`src/rtl/pong_match_ctrl.sv`:
```
// N-player pong match controller: idle/serve/play/refill/over sequencing, shared ball pool and per-player scores.
// Optional PONG_PAUSE_EN adds a pause input and a HOLD state that suspends PLAY.
module pong_match_ctrl #(
   parameter int NUM_PLAYERS  = 2,
   parameter int BALLS        = 3,
   parameter int WIN_SCORE    = 7,
   parameter int SCORE_W      = 4,
   parameter int PAUSE_FRAMES = 60,
   parameter int TMR_W        = 7
) (
   input  logic                             clk,
   input  logic                             reset,
   input  logic                             frame_tick,
   input  logic                             serve,
`ifdef PONG_PAUSE_EN
   input  logic                             pause,
`endif
   input  logic [NUM_PLAYERS-1:0]           hit,
   input  logic [NUM_PLAYERS-1:0]           missed,
   output logic                             ball_restart,
   output logic                             score_clr,
   output logic                             playing,
   output logic                             game_over,
   output logic [$clog2(BALLS+1)-1:0]       balls_left,
   output logic [NUM_PLAYERS*SCORE_W-1:0]   scores,
   output logic [NUM_PLAYERS-1:0]           winner
);

   localparam int BAL_W = $clog2(BALLS+1);
   localparam int IDX_W = (NUM_PLAYERS > 1) ? $clog2(NUM_PLAYERS) : 1;

   typedef enum logic [2:0] {
      S_IDLE,
      S_SERVE,
      S_PLAY,
      S_REFILL,
      S_OVER
`ifdef PONG_PAUSE_EN
      , S_HOLD
`endif
   } state_t;

   state_t               state_q, state_d;
   logic [BAL_W-1:0]     balls_q, balls_d;
   logic [SCORE_W-1:0]   score_q [NUM_PLAYERS];
   logic [SCORE_W-1:0]   score_d [NUM_PLAYERS];
   logic                 last_vld_q, last_vld_d;
   logic [IDX_W-1:0]     last_idx_q, last_idx_d;
   logic [TMR_W-1:0]     timer_q, timer_d;
   logic [NUM_PLAYERS-1:0] winner_q, winner_d;
   logic                 ball_restart_q, ball_restart_d;
   logic                 score_clr_q, score_clr_d;
   logic                 playing_q, playing_d;
   logic                 game_over_q, game_over_d;

   logic                 hit_any, miss_any, win_hit;
   logic [IDX_W-1:0]     hit_idx, miss_idx;
   logic [SCORE_W-1:0]   new_score, max_s;
   logic [NUM_PLAYERS-1:0] uniq;
   int unsigned          max_cnt;

   always_comb begin
      state_d     = state_q;
      balls_d     = balls_q;
      score_d     = score_q;
      last_vld_d  = last_vld_q;
      last_idx_d  = last_idx_q;
      timer_d     = timer_q;
      winner_d    = winner_q;
      score_clr_d = 1'b0;
      win_hit     = 1'b0;
      new_score   = '0;

      // Scan high to low so the lowest set index wins.
      hit_any  = |hit;
      miss_any = |missed;
      hit_idx  = '0;
      miss_idx = '0;
      for (int unsigned i = 0; i < NUM_PLAYERS; i++) begin
         if (hit[NUM_PLAYERS-1-i])    hit_idx  = IDX_W'(NUM_PLAYERS-1-i);
         if (missed[NUM_PLAYERS-1-i]) miss_idx = IDX_W'(NUM_PLAYERS-1-i);
      end

      case (state_q)
         S_IDLE: begin
            if (serve) begin
               for (int unsigned i = 0; i < NUM_PLAYERS; i++) score_d[i] = '0;
               balls_d     = BAL_W'(BALLS);
               winner_d    = '0;
               score_clr_d = 1'b1;
               state_d     = S_SERVE;
            end
         end
         S_SERVE: begin
            if (serve) begin
               last_vld_d = 1'b0;
               state_d    = S_PLAY;
            end
         end
         S_PLAY: begin
`ifdef PONG_PAUSE_EN
            if (pause) begin
               state_d = S_HOLD;
            end else
`endif
            begin
               if (hit_any) begin
                  last_vld_d = 1'b1;
                  last_idx_d = hit_idx;
               end
               if (miss_any) begin
                  if (last_vld_d && (last_idx_d != miss_idx)) begin
                     new_score = score_q[last_idx_d];
                     if (new_score != '1) new_score = new_score + 1'b1;
                     score_d[last_idx_d] = new_score;
                     win_hit = (new_score == SCORE_W'(WIN_SCORE));
                  end
                  balls_d = balls_q - 1'b1;
                  timer_d = TMR_W'(PAUSE_FRAMES);
                  state_d = (win_hit || (balls_q == BAL_W'(1))) ? S_OVER : S_REFILL;
               end
            end
         end
         S_REFILL: begin
            if (frame_tick && (timer_q != '0)) timer_d = timer_q - 1'b1;
            if (timer_q == '0) state_d = S_SERVE;
         end
         S_OVER: begin
            if (frame_tick && (timer_q != '0)) timer_d = timer_q - 1'b1;
            if (timer_q == '0) state_d = S_IDLE;
         end
`ifdef PONG_PAUSE_EN
         S_HOLD: begin
            if (!pause) state_d = S_PLAY;
         end
`endif
         default: state_d = S_IDLE;
      endcase

      // Winner is judged on the post-update scores and frozen on OVER entry.
      max_s = '0;
      for (int unsigned i = 0; i < NUM_PLAYERS; i++)
         if (score_d[i] > max_s) max_s = score_d[i];
      max_cnt = 0;
      uniq    = '0;
      for (int unsigned i = 0; i < NUM_PLAYERS; i++) begin
         if (score_d[i] == max_s) begin
            max_cnt = max_cnt + 1;
            uniq[i] = 1'b1;
         end
      end
      if (max_cnt != 1) uniq = '0;
      if ((state_d == S_OVER) && (state_q != S_OVER)) winner_d = uniq;

`ifdef PONG_PAUSE_EN
      ball_restart_d = !((state_d == S_PLAY) || (state_d == S_HOLD));
`else
      ball_restart_d = (state_d != S_PLAY);
`endif
      playing_d   = (state_d == S_PLAY);
      game_over_d = (state_d == S_OVER);
   end

   always_ff @(posedge clk or posedge reset) begin
      if (reset) begin
         state_q        <= S_IDLE;
         balls_q        <= BAL_W'(BALLS);
         for (int unsigned i = 0; i < NUM_PLAYERS; i++) score_q[i] <= '0;
         last_vld_q     <= 1'b0;
         last_idx_q     <= '0;
         timer_q        <= '0;
         winner_q       <= '0;
         ball_restart_q <= 1'b1;
         score_clr_q    <= 1'b0;
         playing_q      <= 1'b0;
         game_over_q    <= 1'b0;
      end else begin
         state_q        <= state_d;
         balls_q        <= balls_d;
         score_q        <= score_d;
         last_vld_q     <= last_vld_d;
         last_idx_q     <= last_idx_d;
         timer_q        <= timer_d;
         winner_q       <= winner_d;
         ball_restart_q <= ball_restart_d;
         score_clr_q    <= score_clr_d;
         playing_q      <= playing_d;
         game_over_q    <= game_over_d;
      end
   end

   always_comb begin
      scores = '0;
      for (int unsigned i = 0; i < NUM_PLAYERS; i++)
         scores[i*SCORE_W +: SCORE_W] = score_q[i];
   end

   assign ball_restart = ball_restart_q;
   assign score_clr    = score_clr_q;
   assign playing      = playing_q;
   assign game_over    = game_over_q;
   assign balls_left   = balls_q;
   assign winner       = winner_q;

endmodule

```
`config.mk`:
```
export PLATFORM = sky130hd
export DESIGN_NAME = pong_match_ctrl
export DESIGN_NICKNAME = d
export VERILOG_FILES = /design/src/rtl/pong_match_ctrl.sv
export SDC_FILE = /design/constraint.sdc
export NUM_CORES = 1
export LEC_CHECK = 0
export ABC_CLOCK_PERIOD_IN_PS = 3900
export CAP_MARGIN = 40
export CORE_UTILIZATION = 45
export CTS_BUF_LIST = sky130_fd_sc_hd__clkbuf_8
export DETAILED_ROUTE_END_ITERATION = 10
export GPL_ROUTABILITY_DRIVEN = 1
export PLACE_DENSITY = 0.74
export SLEW_MARGIN = 20
export SYNTH_ARGS = -nofsm -noshare
export SYNTH_HDL_FRONTEND = slang
export SYNTH_SLANG_ARGS = --single-unit
export TNS_END_PERCENT = 1
```
`constraint.sdc`:
```
create_clock -name clk -period 3.9 [get_ports clk]
set_input_delay 0.39 -clock clk [delete_from_list [all_inputs] [get_ports clk]]
set_output_delay 0.39 -clock clk [all_outputs]
set_load 0.03 [all_outputs]
```
* Word-level counts from Yosys, hierarchy flattened
Index checks and enable logic that the tools add are counted.
Word-level totals: output and inout port bits 16, input bits 8, register bits 28
Cells by class: add/sub/neg operators 4, muxes and demuxes 52, reduce and logical (&&, ||, !) cells 20, bitwise operators 1, $lt $le $gt $ge 4, equal/unequal tests 19
Operators with widths (number):
- 4-bit 2-to-1 mux | 10
- 32-bit by 1-bit adder with 32-bit output (second input constant) | 1
- 32-bit 2-to-1 mux | 1
- 32-bit by 1-bit inequality test with 1-bit output (second input constant) | 1
- 8-bit 2-to-1 mux | 3
- 3-bit 2-to-1 mux | 6
- 1-bit 2-to-1 mux | 17
- 8-bit case mux with 2 select lines | 1
- 3-bit case mux with 5 select lines | 1
- 7-bit 2-to-1 mux | 2
- 7-bit case mux with 2 select lines | 1
- 2-bit 2-to-1 mux | 6
- 2-bit nonzero test | 5
- 3-bit by 2-bit equality test with 1-bit output (second input constant) | 3
- 8-bit bitwise mux | 1
- 4-bit equality test | 2
- 7-bit logical NOT | 1
- 7-bit nonzero test | 1
- 7-bit by 1-bit subtractor with 7-bit output (second input constant) | 1
- 3-bit equality test (second input constant) | 2
- 2-bit inequality test (second input constant) | 3
- 3-bit AND reduction | 2
- 2-bit OR reduction | 3
- 4-bit by 1-bit adder with 4-bit output (second input constant) | 1
- other kinds (21) | 25

* Logic depth before layout (Yosys ltp)
Gate-level depths: netlist of run 1.
word-level depth 28, depth in mapped cells 18

* Worst setup path before layout of run 1
Ideal clock, no wire load.
kind reg-to-reg, start register last_idx_q, end register winner_q[0], in the netlist winner[0], buffers on the path 2, arrival 3.138 ns, data required time 3.781 ns, stages on the path, launching flop included 19, period minus slack after synthesis 3.257 ns, slack 0.643 ns, cell sequence dfrtp_1 -> o21bai_1 -> buf_4 -> mux2_2 -> ha_1 -> clkbuf_1 -> nand3_1 -> xor2_1 -> mux2i_1 -> mux2i_1 -> inv_1 -> ha_1 -> nand2_1 -> nand2_1 -> nor2_1 -> a21oi_1 -> o21ai_0 -> nor3_2 -> o21ba_1
RTL lines:
- start: declaration | RTL line 48 | logic [IDX_W-1:0] last_idx_q, last_idx_d;
- start signal: assignment | RTL line 182 | last_idx_q <= last_idx_d;
- end signal: assignment | RTL line 184 | winner_q <= winner_d;
- end: declaration | RTL line 50 | logic [NUM_PLAYERS-1:0] winner_q, winner_d;

==> results_dict.tcl, run 1 <==
set metrics [dict create \
    status "complete, no violations" \
    n_antenna_cell 0 \
    crit_type "in -> reg" \
    worstSetupStartpoint "hit[1]" \
    cts_hold_buf 0 \
    utilization 0.559 \
    clkSlewWorstSetupHoldPaths_ns 0.10 \
    rsz0062_at_grt "no" \
    cap_violations 0 \
    worstSkewPairLatency_ns 0.27 \
    ys_ff_latch 28 \
    cts_tree "done" \
    slew_violations 0 \
    tightest_slew_ns 0.714 \
    holdWs_ns 0.443 \
    port_buffers 23 \
    synth.distinct_cells 51 \
    fin_worst_skew_ns 0.00330 \
    via_per_inst 5.65 \
    io_pins 24 \
    nets 247 \
    design_area_sq_um 2250 \
    finalSetupViolCount 0 \
    cp_slowest_cell "clkdlybuf4s50_1" \
    syn_avg_cell_area_sq_um 9.14 \
    synth_top_cell_by_area "dfrtp_1" \
    min-delay-path-class "in -> async" \
    yosysSeqAreaShare 0.372 \
    grt_pass1_vias 1549 \
    gr-usage-all-layers 0.210 \
    synth_warnings 0 \
    p_leak_nw 0.944 \
    root_buffer "clkbuf_8" \
    async_flop_share 1.00 \
    syn_inst 207 \
    antenna_found_initial 0 \
    path_cells "clkdlybuf4s50_1 > o21bai_2 > mux2_2 > ha_1 > nand3_1 > xor2_1 > mux2i_1 > mux2i_1 > inv_1 > ha_1 > nand2_1 > nand2_1 > nor2_1 > a21oi_1 > o21ai_0 > nor3_2 > o21ba_1" \
    yosysTopAreaCellShare 0.331 \
    ant_nets 0 \
    design.core.area_sq_um 4030 \
    r2r-start "last_idx_q" \
    critPathMaxFanout 7 \
    cts_resized 0 \
    timing.rr.end "winner[0]" \
    cts_buffer_depth 2 \
    syn_area_sq_um 1890 \
    hold_viol 0 \
    endpoint_kind "flop" \
    fin_crit_sh 0.888 \
    ir_drop_mv 0.318 \
    via_count 1587 \
    startpoint_type "primary input" \
    slew_headroom 0.524 \
    cts_buffers 3 \
    placedInstanceArea_sq_um 2190 \
    powerDensity_nw_per_um2 753 \
    timing.final.crit_period_ns 3.46 \
    grt_max_degree 19 \
    drtIter0Drc 117 \
    finalSetupTns_ns 0 \
    synth_top_flop_cell "dfrtp_1" \
    rrSetupSlack_ns 0.59 \
    firstDrtPassIters 4 \
    cts_sinks 28 \
    drc 0 \
    start_util 0.470 \
    area_growth_pct 19.0 \
    chipWidth_um 66.8 \
    dp_hpwl_um 3070 \
    crit_required_ns 4.08 \
    cp_data_arrival_time_ns 3.64 \
    gp_congestion 0.880 \
    grt_pass1_wl_um 7110 \
    drive_gt1_frac 0.130 \
    drt-wirelength-per-cell_um 14.6 \
    dieArea_sq_um 4470 \
    die-height_um 66.8 \
    synth_enable_flop_cells 0 \
    syn_nets 222 \
    synthTopCellsByArea "dfrtp_1, ha_1, o21ai_0" \
    totalWireLength_um 4120 \
    cts_setup_buffers 0 \
    grt_remaining_overflow 0 \
    fp-row-count 23 \
    rr_worst_depth 16 \
    max_clock_freq_mhz 289 \
    critical_path.max_stage_delay_ns 0.51 \
    htree_num_levels 1 \
]
Yosys cell counts, types with 4 or more instances:
cell / n
mux2_2: 5
o21ai_0: 16
nor2b_1: 7
nor2_1: 19
xor2_1: 7
dfrtp_1: 25
a21oi_1: 10
nand3_1: 9
ha_1: 7
nand2_1: 20
clkbuf_1: 4
nor3_1: 4
inv_1: 13
mux2i_1: 4
report_power, final:
group,switching [mW],internal (mW)
Clock,0.0943,0.0905
Sequential,0.158,0.409
Combinational,0.527,0.416
cell type report:
type / count / area [sq um]
fillers: 381 / 1780
multi-input cells: 157 / 1080
flip-flops and latches: 28 / 704
repair buffers: 28 / 288
well taps: 50 / 62.6
inverters: 14 / 57.6
clock buffers: 4 / 55.1
registers in the layout (all words and copies together) (netlist names):
signal	count
timer_q	7
last_idx_q	1
game_over	1
playing	1
balls_left	2
scores	8
winner	2
score_clr	1
ball_restart	1
last_vld_q	1
state_q	3
critical path: cells and delay by family:
family / cells / cell delay [ns]
AOI/OAI and AO/OA: 4 / 0.66
xor gates and xnor gates: 1 / 0.16
adders and majority gates: 2 / 0.62
buffers and inverters: 2 / 0.59
muxes: 3 / 0.76
and+or+nand+nor: 5 / 0.48
how the worst max path moves through the flow:
stage           endpoint  slack, ns  cells past startpoint
6_report       winner[0]       0.44                     17
5_1_grt        winner[0]       0.04                     17
4_1_cts        winner[0]       0.36                     17
3_5_place_dp   winner[0]       0.07                     17
3_3_place_gp   winner[0]       0.21                     17
2_1_floorplan  winner[0]       0.64                     18
stage by stage:
stage	worst slack (ns)	cells	power, mW
6_report	0.436	281	1.70
5_1_grt	0.0417	281	1.84
4_1_cts	0.356	281	1.70
3_5_place_dp	0.0670	277	1.51
3_3_place_gp	0.213	276	1.48
2_1_floorplan	0.643	207	1.24
cells by family after synthesis:
group	Yosys count	synth area share
and+or+nand+nor	81	0.231
AOI/OAI and AO/OA	47	0.161
DFF	28	0.372
buffers and inverters	22	0.0569
muxes	13	0.0906
xor gates and xnor gates	9	0.0417
adders and majority gates	7	0.0463
cell usage in the layout, fill, tap and decap left out, types with 2 or more instances in the layout:
master / count
dfstp_2: 3
nor3b_1: 3
nand3_1: 9
inv_1: 13
dfrtp_1: 25
o211ai_1: 2
clkbuf_8: 4
nor2_1: 19
ha_1: 7
xnor2_1: 2
xor2_1: 7
mux4_2: 2
a21oi_1: 10
a31oi_1: 3
o21a_1: 3
mux2_2: 5
mux2i_1: 4
mux2_4: 2
and3_1: 3
nand2_1: 20
nand4_1: 2
nor2b_1: 7
nor3_1: 4
o21ai_0: 16
clkdlybuf4s50_1: 23
nand2b_1: 3
nand4b_1: 2
buf_4: 4
per-layer routing:
| metal | vias up | global-route usage | routed length, um |
|---|---|---|---|
| met5 | - | 0 | 0 |
| met4 | 0 | 0.0532 | 21 |
| met3 | 2 | 0.0205 | 130 |
| met2 | 32 | 0.352 | 2050 |
| met1 | 771 | 0.288 | 1910 |
| li1 | 782 | - | - |
Note: power is estimated with default switching activity, not from simulation.
==> run 2, diff against run 1 <==
- CTS_BUF_LIST: sky130_fd_sc_hd__clkbuf_8 -> sky130_fd_sc_hd__clkbuf_4 sky130_fd_sc_hd__clkbuf_8 sky130_fd_sc_hd__clkbuf_16
==> results of run 2 <==
No change in the layout: final DEF, timing and power equal those of run 1.
==> RTL edit, RTL diff (flow settings as in run 1) <==
Put a register stage on the output `scores`. The value now appears one clock later. The other outputs are not delayed to match.
--- a/src/rtl/pong_match_ctrl.sv
+++ b/src/rtl/pong_match_ctrl.sv
@@ -39,6 +39,8 @@
       , S_HOLD
 `endif
    } state_t;
+
+   logic [NUM_PLAYERS*SCORE_W-1:0] scores_d;
 
    state_t               state_q, state_d;
    logic [BAL_W-1:0]     balls_q, balls_d;
@@ -190,9 +192,9 @@
    end
 
    always_comb begin
-      scores = '0;
+      scores_d = '0;
       for (int unsigned i = 0; i < NUM_PLAYERS; i++)
-         scores[i*SCORE_W +: SCORE_W] = score_q[i];
+         scores_d[i*SCORE_W +: SCORE_W] = score_q[i];
    end
 
    assign ball_restart = ball_restart_q;
@@ -202,5 +204,9 @@
    assign balls_left   = balls_q;
    assign winner       = winner_q;
 
+   always_ff @(posedge clk) begin
+      scores <= scores_d;
+   end
+
 endmodule
 
Behaviour: not the same (a bounded check fails within 4 cycles, from zero or initial values and one cycle with reset high).
==> RTL edit against run 1 <==
- cell count fell by 4.6%
- clock skew fell by 0.0018 ns
- power fell by 6.3%
- largest power group unchanged
- area after synthesis rose by 0.20%
- synthesized cell count fell by 11%
- routed wire length fell by 6.2%
- setup slack got worse by 0.15 ns
- via count fell by 4.4%
- register-to-register slack got worse by 0.21 ns
- sequential power rose by 5.1%
- sequential cell count rose by 8
- non-clock buffer count rose by 1
- largest cell class unchanged
- global-route usage fell by 0.93 points
- final area rose by 3.2%
==> RTL edit: results (changes against run 1) <==
* Wire per inst at 14.4 µm (-1.6%)
* Reg clk slew, reported paths at 0.07 ns (-0.03 ns)
* Hold WC Path Type: in2async
* Met1 usage at 27.6% (-1.2 points)
* Reg2reg start: last_idx_q
* First-pass GRT wire length at 6600 µm (-7.3%)
* Reg2reg setup slack at 0.38 ns (-0.21 ns)
* Global Route Usage Sum at 20.1% (-0.93 points)
* Vias in the first global route at 1,406 (-9.2%)
* Worst r2r dst: winner[1]
* Largest net degree at the start of global routing at 17 (-2)
* First DRT Iteration DRCs at 127 (+8.5%)
* Share of layout cells above drive strength 1 at 17.0% (+4.0 points)
* Met3 GRT Util at 4.62% (+2.6 points)
* Asr flop ratio synth at 77.8% (-22 points)
* Commonest cells post-synth: 25 x dfrtp_1, 13 x nand2_1, 12 x a21oi_1, 12 x inv_1, 12 x nor2_1
* Fin Hold WS at 0.479 ns (+0.0356 ns)
* Max_slew headroom at 57.3% (+4.9 points)
* Fin nets at 232 (-6.1%)
* Reg2Reg Depth at 13 (-3)
* Post-DP HPWL at 2850 µm (-7.2%)
* Synthesized netlist net count at 200 (-9.9%)
* Status: finished clean
* Crit path DAT at 3.80 ns (+0.16 ns)
* Post-synthesis sequential area ratio at 45.6% (+8.4 points)
* Unique masters post-synth at 55 (+7.8%)
* Top cells by area, synth: dfrtp_1 33%, dfxtp_1 8.4%, ha_1 4.6%
* Critical Path Fanout Max at 3 (-4)
* Later-pin clock latency in the skew report at 0.29 ns (+0.02 ns)
* Met2 Use GR at 29.4% (-5.8 points)
* Num CTS Buffers at 5 (+2)
* Peak supply drop at 285 µV (-10%)
* Number of diodes at 0 (unchanged)
* GP Congestion at 0.855 (-2.8%)
* Vias at 1,517 (-4.4%)
* Leak at 0.989 nW (+4.8%)
* Setup Skew at 0.00150 ns (-0.00180 ns)
[RTL edit: per-layer routing]
metal / up-vias / share of wire, %
met5: - / 0
li1: 740 / -
met4: 0 / 2.2
met1: 741 / 50
met2: 29 / 44
met3: 7 / 3.8
[RTL edit: how the worst max path moves through the flow]
stage	startpoint	to	slack [ns]	cells past startpoint
3_5_place_dp	hit[0]	winner[1]	-0.02	14
2_1_floorplan	hit[0]	winner[1]	0.49	13
3_3_place_gp	hit[0]	winner[1]	0.05	14
6_report	hit[0]	winner[1]	0.28	14
5_1_grt	hit[0]	winner[1]	0.09	14
4_1_cts	hit[0]	winner[1]	0.30	14
[RTL edit: report_power, final]
part	switching [mW]	internal (mW)	leakage, nW
combinational	0.383	0.321	0.522
sequential	0.113	0.483	0.411
clock	0.129	0.158	0.0557
total	0.626	0.962	0.989
[RTL edit: kinds of logic (layout without fill, tap and decap cells)]
logic type / after synthesis / after routing / synth area share (%)
AO/OA/AOI/OAI: 56 / 56 / 23.0
XOR/XNOR: 10 / 10 / 4.62
flip-flops: 36 / 36 / 45.6
adder cells (fa/ha/maj): 8 / 8 / 5.15
AND/OR/NAND/NOR: 55 / 55 / 16.0
multiplexers: 4 / 4 / 2.44
buffers and inverters: 16 / 49 / 3.23
[RTL edit: final cells by class]
class	count	area (µm²)
multi-input cells	133	970
repair buffers	29	280
inverters	12	45.0
flip-flops and latches	36	865
fillers	369	1710
clock buffers	7	96.3
well taps	50	62.6
clock inverters	1	3.75
[RTL edit: worst max-delay path, cell delays in order]
cell	delay, ns
clkdlybuf4s50_1	0.41
o21ba_2	0.27
mux2_4	0.31
ha_1	0.23
nand3_1	0.11
mux2i_1	0.11
o221a_2	0.30
a22o_2	0.27
ha_1	0.32
a21oi_1	0.15
a21oi_1	0.05
maj3_1	0.37
a22o_1	0.24
a32o_2	0.25
[RTL edit: stage by stage]
step                setup WS, ns  utilization (%)  cell area [µm²]  total power, mW  std cells
floorplan                  0.489                -             1900             1.10        185
global placement          0.0462             54.7             2200             1.28        258
detailed placement       -0.0161             55.2             2220             1.31        260
CTS                        0.297             57.6             2320             1.60        268
global route              0.0924             57.6             2320             1.70        268
finish                     0.283             57.6             2320             1.59        268
